$ cat src/rtl/lsb_pkg.sv
// Shared load/store-buffer definitions: access-size codes, the data-port state
// encoding, the I/O window default and small byte-lane helpers.
package lsb_pkg;

  localparam logic [1:0] ACC_NONE = 2'b00;
  localparam logic [1:0] ACC_BYTE = 2'b01;
  localparam logic [1:0] ACC_HALF = 2'b10;
  localparam logic [1:0] ACC_WORD = 2'b11;

  localparam logic [1:0] IO_MASK_HI_DEFAULT = 2'b11;

  typedef enum logic [1:0] {
    ST_IDLE  = 2'd0,
    ST_READ  = 2'd1,
    ST_WRITE = 2'd2
  } dport_state_e;

  // Index of the last byte of an access (n-1).
  function automatic logic [1:0] acc_last(input logic [1:0] acc);
    case (acc)
      ACC_HALF: return 2'd1;
      ACC_WORD: return 2'd3;
      default:  return 2'd0;
    endcase
  endfunction

  function automatic logic [7:0] get_byte(input logic [31:0] w, input logic [1:0] idx);
    return w[{idx, 3'b000} +: 8];
  endfunction

endpackage

$ cat src/rtl/dcache_port.sv
// Serialises byte/half/word accesses from the load/store buffer into
// little-endian single-byte transactions on the unified RAM port.
module dcache_port
  import lsb_pkg::*;
#(
  parameter logic [1:0] IO_MASK_HI = IO_MASK_HI_DEFAULT
) (
  input  logic        clockIn,
  input  logic        resetIn,
  input  logic        clearIn,
  input  logic [1:0]  accessType,
  input  logic        readWriteIn,
  input  logic [31:0] dataAddr,
  input  logic [31:0] dataOut,
  output logic        dataValid,
  output logic [31:0] dataIn,
  output logic        dataWriteSuc,
  input  logic        ioBufferFull,
  input  logic [7:0]  memIn,
  output logic [7:0]  memOut,
  output logic [31:0] memAddr,
  output logic        memWrite
);

  dport_state_e state_q, state_d;
  logic [1:0]   k_q, k_d;
  logic [1:0]   last_q, last_d;
  logic [1:0]   rx_q, rx_d;
  logic         rx_vld_q, rx_vld_d;
  logic         sent_all_q, sent_all_d;
  logic         is_io_q, is_io_d;
  logic [31:0]  addr_q, addr_d;
  logic [31:0]  data_q, data_d;
  logic [31:0]  asm_q, asm_d;
  logic [31:0]  mem_addr_q, mem_addr_d;
  logic [7:0]   mem_out_q, mem_out_d;
  logic         data_valid_q, data_valid_d;
  logic         write_suc_q, write_suc_d;
  logic [31:0]  data_in_q, data_in_d;
  logic         stall;

  assign stall = is_io_q & ioBufferFull;

  always_comb begin
    // NOTE: every signal assigned here gets a default first so no path can infer a latch.
    state_d      = state_q;
    k_d          = k_q;
    last_d       = last_q;
    rx_d         = rx_q;
    rx_vld_d     = rx_vld_q;
    sent_all_d   = sent_all_q;
    is_io_d      = is_io_q;
    addr_d       = addr_q;
    data_d       = data_q;
    asm_d        = asm_q;
    mem_addr_d   = mem_addr_q;
    mem_out_d    = mem_out_q;
    data_in_d    = data_in_q;
    data_valid_d = 1'b0;
    write_suc_d  = 1'b0;

    case (state_q)
      ST_IDLE: begin
        if (!clearIn && accessType != ACC_NONE) begin
          addr_d     = dataAddr;
          data_d     = dataOut;
          last_d     = acc_last(accessType);
          is_io_d    = (dataAddr[17:16] == IO_MASK_HI);
          asm_d      = '0;
          k_d        = 2'd0;
          rx_vld_d   = 1'b0;
          sent_all_d = 1'b0;
          mem_addr_d = dataAddr;
          mem_out_d  = dataOut[7:0];
          state_d    = readWriteIn ? ST_READ : ST_WRITE;
        end
      end

      ST_READ: begin
        if (clearIn) begin
          rx_vld_d = 1'b0;
          state_d  = ST_IDLE;
        end else begin
          // memIn carries the byte whose address was presented last cycle.
          if (rx_vld_q) begin
            asm_d = asm_q | (32'(memIn) << {rx_q, 3'b000});
            if (rx_q == last_q) begin
              data_in_d    = asm_d;
              data_valid_d = 1'b1;
              state_d      = ST_IDLE;
            end
          end
          if (!sent_all_q) begin
            rx_vld_d = 1'b1;
            rx_d     = k_q;
            if (k_q == last_q) begin
              sent_all_d = 1'b1;
            end else begin
              k_d        = k_q + 2'd1;
              mem_addr_d = addr_q + {30'd0, k_d};
            end
          end else begin
            rx_vld_d = 1'b0;
          end
        end
      end

      ST_WRITE: begin
        // Stores are committed, so a flush does not abort them.
        if (!stall) begin
          if (k_q == last_q) begin
            write_suc_d = 1'b1;
            state_d     = ST_IDLE;
          end else begin
            k_d        = k_q + 2'd1;
            mem_addr_d = addr_q + {30'd0, k_d};
            mem_out_d  = get_byte(data_q, k_d);
          end
        end
      end

      default: state_d = ST_IDLE;
    endcase
  end

  // NOTE: sequential state is updated only with non-blocking assignments.
  always_ff @(posedge clockIn or posedge resetIn) begin
    if (resetIn) begin
      state_q      <= ST_IDLE;
      k_q          <= 2'd0;
      last_q       <= 2'd0;
      rx_q         <= 2'd0;
      rx_vld_q     <= 1'b0;
      sent_all_q   <= 1'b0;
      is_io_q      <= 1'b0;
      addr_q       <= '0;
      data_q       <= '0;
      asm_q        <= '0;
      mem_addr_q   <= '0;
      mem_out_q    <= '0;
      data_in_q    <= '0;
      data_valid_q <= 1'b0;
      write_suc_q  <= 1'b0;
    end else begin
      state_q      <= state_d;
      k_q          <= k_d;
      last_q       <= last_d;
      rx_q         <= rx_d;
      rx_vld_q     <= rx_vld_d;
      sent_all_q   <= sent_all_d;
      is_io_q      <= is_io_d;
      addr_q       <= addr_d;
      data_q       <= data_d;
      asm_q        <= asm_d;
      mem_addr_q   <= mem_addr_d;
      mem_out_q    <= mem_out_d;
      data_in_q    <= data_in_d;
      data_valid_q <= data_valid_d;
      write_suc_q  <= write_suc_d;
    end
  end

  // Write strobe is combinational so an I/O stall or reset drops it immediately.
  assign memWrite     = (state_q == ST_WRITE) && !stall;
  assign memAddr      = mem_addr_q;
  assign memOut       = mem_out_q;
  assign dataValid    = data_valid_q;
  assign dataWriteSuc = write_suc_q;
  assign dataIn       = data_in_q;

endmodule
$ cat config.mk
export PLATFORM = sky130hd
export DESIGN_NAME = dcache_port
export DESIGN_NICKNAME = d
export VERILOG_FILES = /design/src/rtl/lsb_pkg.sv /design/src/rtl/dcache_port.sv
export SDC_FILE = /design/constraint.sdc
export NUM_CORES = 1
export LEC_CHECK = 0
export CELL_PAD_IN_SITES_DETAIL_PLACEMENT = 0
export CELL_PAD_IN_SITES_GLOBAL_PLACEMENT = 1
export CORE_ASPECT_RATIO = 0.7
export CORE_UTILIZATION = 42
export CTS_CLUSTER_DIAMETER = 100
export DETAILED_ROUTE_END_ITERATION = 8
export GPL_TIMING_DRIVEN = 0
export PLACE_DENSITY_LB_ADDON = 0.05
export SLEW_MARGIN = 20
export SYNTH_ARGS = -nofsm -noshare
export SYNTH_HDL_FRONTEND = slang
export SYNTH_SLANG_ARGS = --single-unit
$ cat constraint.sdc
create_clock -name clockIn -period 8.52 [get_ports clockIn]
set_input_delay 2.13 -clock clockIn [delete_from_list [all_inputs] [get_ports clockIn]]
set_output_delay 2.13 -clock clockIn [all_outputs]
set_load 0.01 [all_outputs]
Word-level counts from Yosys, hierarchy flattened
Cells that the tools add are included.
{"block": "totals", "in_bits": 79, "wordCells": 100, "ff_bits": 181, "output_inout_bits": 75}
{"block": "classes", "n_reduce_logical": 18, "n_addsub": 2, "n_eq_ne": 16, "mux": 43, "shifts": 2, "n_bitwise": 4}
{"op": "$mux W32", "count": 8}
{"op": "$pmux W32 S3", "count": 1}
{"op": "$pmux W32 S2", "count": 1}
{"op": "$add A32 B2 Y32", "count": 1}
{"op": "$or A32 B32 Y32", "count": 1}
{"op": "$shiftx A32 B6 Y8", "count": 1}
{"op": "$shl A8 B5 Y32", "count": 1}
{"op": "$mux W2", "count": 12}
{"op": "$mux W8", "count": 3}
{"op": "$pmux W8 S2", "count": 1}
{"op": "$ne A2 B2 Y1 const B", "count": 7}
{"op": "$mux W1", "count": 12}
{"op": "$pmux W2 S3", "count": 2}
{"op": "$reduce_and A4 Y1", "count": 3}
{"op": "$reduce_and A5 Y1", "count": 2}
{"op": "$eq A2 B2 Y1 const B", "count": 4}
{"op": "$ne A3 B3 Y1 const B", "count": 2}
{"op": "$reduce_and A3 Y1", "count": 2}
{"op": "$reduce_bool A2 Y1", "count": 3}
{"op": "$eq A2 B2 Y1", "count": 2}
{"op": "$pmux W1 S2", "count": 2}
{"op": "$pmux W2 S2", "count": 1}
{"op": "$reduce_and A2 Y1", "count": 2}
{"op": "$reduce_bool A3 Y1", "count": 1}
{"op": "other kinds (7)", "count": 10}

Longest topological paths before layout
{"block": "logic_depth", "depth_word": 6, "mapped_depth": 10, "depth_no_buf": 9}

Least setup slack after synthesis
No wires, ideal clock.
{"block": "synth_path", "kind": "input -> output", "startpoint": "input ioBufferFull", "endpoint": "output memWrite", "n_path_buf": 0, "path_stages": 1, "required_ns": 6.390, "arrival_ns": 2.443, "path_slack_ns": 3.947, "cell_sequence": "a21boi_0"}
{"block": "synth_via", "elab_chain_len": 3}
{"item": "start, declared", "line": "dcache_port.sv:18", "text": "input logic ioBufferFull,"}
{"item": "$and A1 B1 Y1", "line": "dcache_port.sv:42", "text": "assign stall = is_io_q & ioBufferFull;"}
{"item": "$logic_not A1 Y1", "line": "dcache_port.sv:164", "text": "assign memWrite = (state_q == ST_WRITE) && !stall;"}
{"item": "$logic_and A1 B1 Y1", "line": "dcache_port.sv:164"}
{"item": "end, declared", "line": "dcache_port.sv:22", "text": "output logic memWrite"}
Every way passes these cells.

Worst setup path in the final report
Same ends and word-level chain as after synthesis.

==> results.yml <==
outcome:
  status: "complete, no violations"
placed_design:
  dp_hpwl_um: 15900
  gp_congestion: 0.823
  port-buffer-count: 145
detailed_routing:
  drc: 0
  num_vias: 6279
  wl_um: 22200
  viasPerCell: 5.36
  drtIter0Drc: 311
  drt_first_pass_iters: 5
  wl_per_cell_um: 18.9
  ant_nets: 0
floorplanning:
  die_y_um: 120
  initial_core_util: 0.436
  ios: 154
  fp.coreArea_um2: 19200
  rows: 42
  die_width_um: 171
  dieArea_um2: 20500
clocking:
  cts_buffer_depth: 2
  cts_max_level: 4
  clock_sinks: 181
  cts_buffers: 17
  tritoncts: "yes"
  ctsHoldBuffers: 0
  post_cts_buffers: 0
  ctsResizeCount: 0
  clock_latency_ns: 0.43
  path_clk_slew_ns: 0.08
  clockRootBuffer: "clkbuf_16"
setup_path:
  required_ns: 6.39
  path_delay_family: "buffers and inverters"
  crit_buf_inv: 2
  slowest_delay_ns: 0.61
  critical_path_class: "input port to output pin"
  critPathLaunchType: "input port"
  cp-end-kind: "output pin"
  cp_cell_sequence: "clkdlybuf4s50_1 -> a21boi_0 -> clkdlybuf4s50_1"
  crit_fanout: 2
  cp_slowest_cell: "clkdlybuf4s50_1"
  rr_worst_depth: 10
  crit_cells: 3
  worstPathArrival_ns: 3.49
  crit_path_frequent_cell: "clkdlybuf4s50_1"
global_routing:
  grt.met2_usage: 0.320
  grt_pass1_vias: 6332
  busiest_layer: "met1"
  grt_usage: 0.228
  use_met3: 0.0586
  grt_pass1_wl_um: 35500
  grtUsageMet1: 0.351
  grt_overflow: 0
  grt_antenna_before_repair: 0
  grt_max_degree: 100
synth:
  synthXorXnorAreaFrac: 0.0314
  synth.most_common_cell: "dfrtp_1"
  synth_flop_cell: "dfrtp_1"
  ys_seq_elements: 181
  yosys.area.top_type: "dfrtp_1"
  synth-compound-area-share: 0.115
  synth_simple_gate_area_frac: 0.123
  synth_seq_area_share: 0.541
  async_flop_share: 1.00
  netlist_instances: 730
  ys_warn_count: 0
  synth.cell_area_um2: 8380
  synth_top_area_frac: 0.541
  synth_nets: 815
  yosys-top-cells-area: "dfrtp_1 54%, mux2_2 11%, nand2_1 4.2%"
  synth_edf_count: 0
  synth_common_cells: "181 x dfrtp_1, 93 x nand2_1, 83 x mux2_2, 53 x o21ai_0, 45 x a21oi_1"
  synthMuxAreaShare: 0.151
  synth.avg_cell_area_um2: 11.5
  synthAdderAreaFrac: 0.00986
  synth_top_family_by_area: "multiplexers"
  ys_types: 53
timing:
  period_share: 0.659
  slew_viol_final: 0
  slew-limit-headroom: 0.437
  hold_viol_final: 0
  min_period_ns: 5.62
  worst_hold_slack_ns: 0.481
  fmax_ghz: 0.178
  skew_ns: 0.0180
  rsz0062_at_grt: "no"
  setup_viol: 0
  worstMarginPinSlew_ns: 0.838
finish:
  syn_to_final_growth_pct: 28.8
  fin_nets: 980
  insertedDiodeCount: 0
  layout-drive-gt1-share: 0.165
  fillerInstances: 1693
  final_util: 0.561
pwr:
  ir_drop_mv: 0.164
  cellLeakagePower_uw: 0.00453
  p_per_area_nw_per_um2: 365
worst_hold_path:
  hold_depth: 2
  hold_class: "flip-flop to flip-flop"
job:
  maxCapViolCount: 0
## tightest hold or removal path, cell delays in order, from the launching register on
cell	delay (ns)
dfrtp_1	0.35
nand2_1	0.04
o21ai_0	0.06
## cell type report
class	count	area (um^2)	area share
sequential	181	4530	0.420
multi-input combinational	488	3610	0.334
clock buffer	18	439	0.0407
tap	264	330	0.0306
timing repair buffer	146	1480	0.137
buffer	49	196	0.0182
clock inverter	14	161	0.0149
inverter	12	52.6	0.00487
## placed cells by master (no fill, tap or decap), drive strengths merged, types with 21 or more instances in the layout
cell type,netlist,routed
a21oi,45,45
a22o,29,29
buf,27,28
clkbuf,22,40
clkdlybuf4s50,0,145
dfrtp,181,181
mux2,83,83
nand2,93,93
nor2,21,21
o21ai,54,54
## path summary, 6_finish.rpt
path | start | to | slack (ns)
min in group asynchronous | resetIn | memAddr[24]$_DFFE_PP0P_ | 2.18
max in group asynchronous | resetIn | data_q[6]$_DFFE_PP0P_ | 5.43
min | dataIn[20]$_DFFE_PP0P_ | dataIn[20]$_DFFE_PP0P_ | 0.48
max | ioBufferFull | memWrite | 2.90
max reg2reg | k_q[0]$_DFFE_PP0P_ | memAddr[31]$_DFFE_PP0P_ | 5.27
min reg2reg | dataIn[20]$_DFFE_PP0P_ | dataIn[20]$_DFFE_PP0P_ | 0.48
## where the power goes
part           internal (uW)  total, uW  switching (uW)
Sequential              1190       1440             246
Clock                    427        808             382
Combinational            823       1690             871
## registers in the layout, indices dropped and copies added, names as in the netlist
| name | count |
|---|---|
| sent_all_q | 1 |
| dataWriteSuc | 1 |
| data_q | 32 |
| rx_vld_q | 1 |
| addr_q | 32 |
| rx_q | 2 |
| asm_q | 32 |
| state_q | 2 |
| dataIn | 32 |
| memOut | 8 |
| is_io_q | 1 |
| last_q | 2 |
| dataValid | 1 |
| k_q | 2 |
| memAddr | 32 |
## per-layer routing
layer	part of all wire	vias to the layer above
met3	0.069	8
met4	0.0060	0
li1	-	2942
met5	0	-
met2	0.42	168
met1	0.51	3161
## cells by family after synthesis
| logic type | after synthesis |
|---|---|
| AO/OA/AOI/OAI | 154 |
| XOR/XNOR | 30 |
| adder cells (fa/ha/maj) | 6 |
| buffers and inverters | 61 |
| flip-flops | 181 |
| multiplexers | 106 |
| AND/OR/NAND/NOR | 192 |
## metrics by stage
step / worst slack, ns / instance area [um^2] / setup TNS (ns) / cells / total power (uW)
finish: 2.90 / 10800 / 0 / 1172 / 3940
global route: 2.87 / 10800 / 0 / 1172 / 4200
CTS: 2.87 / 10800 / 0 / 1172 / 3960
detailed placement: 2.88 / 10200 / 0 / 1140 / 3140
global placement: -0.861 / 10200 / -151.83 / 1139 / 3080
floorplan: 1.47 / 8380 / 0 / 730 / 2460
Note: power is estimated with default switching activity, not from simulation.
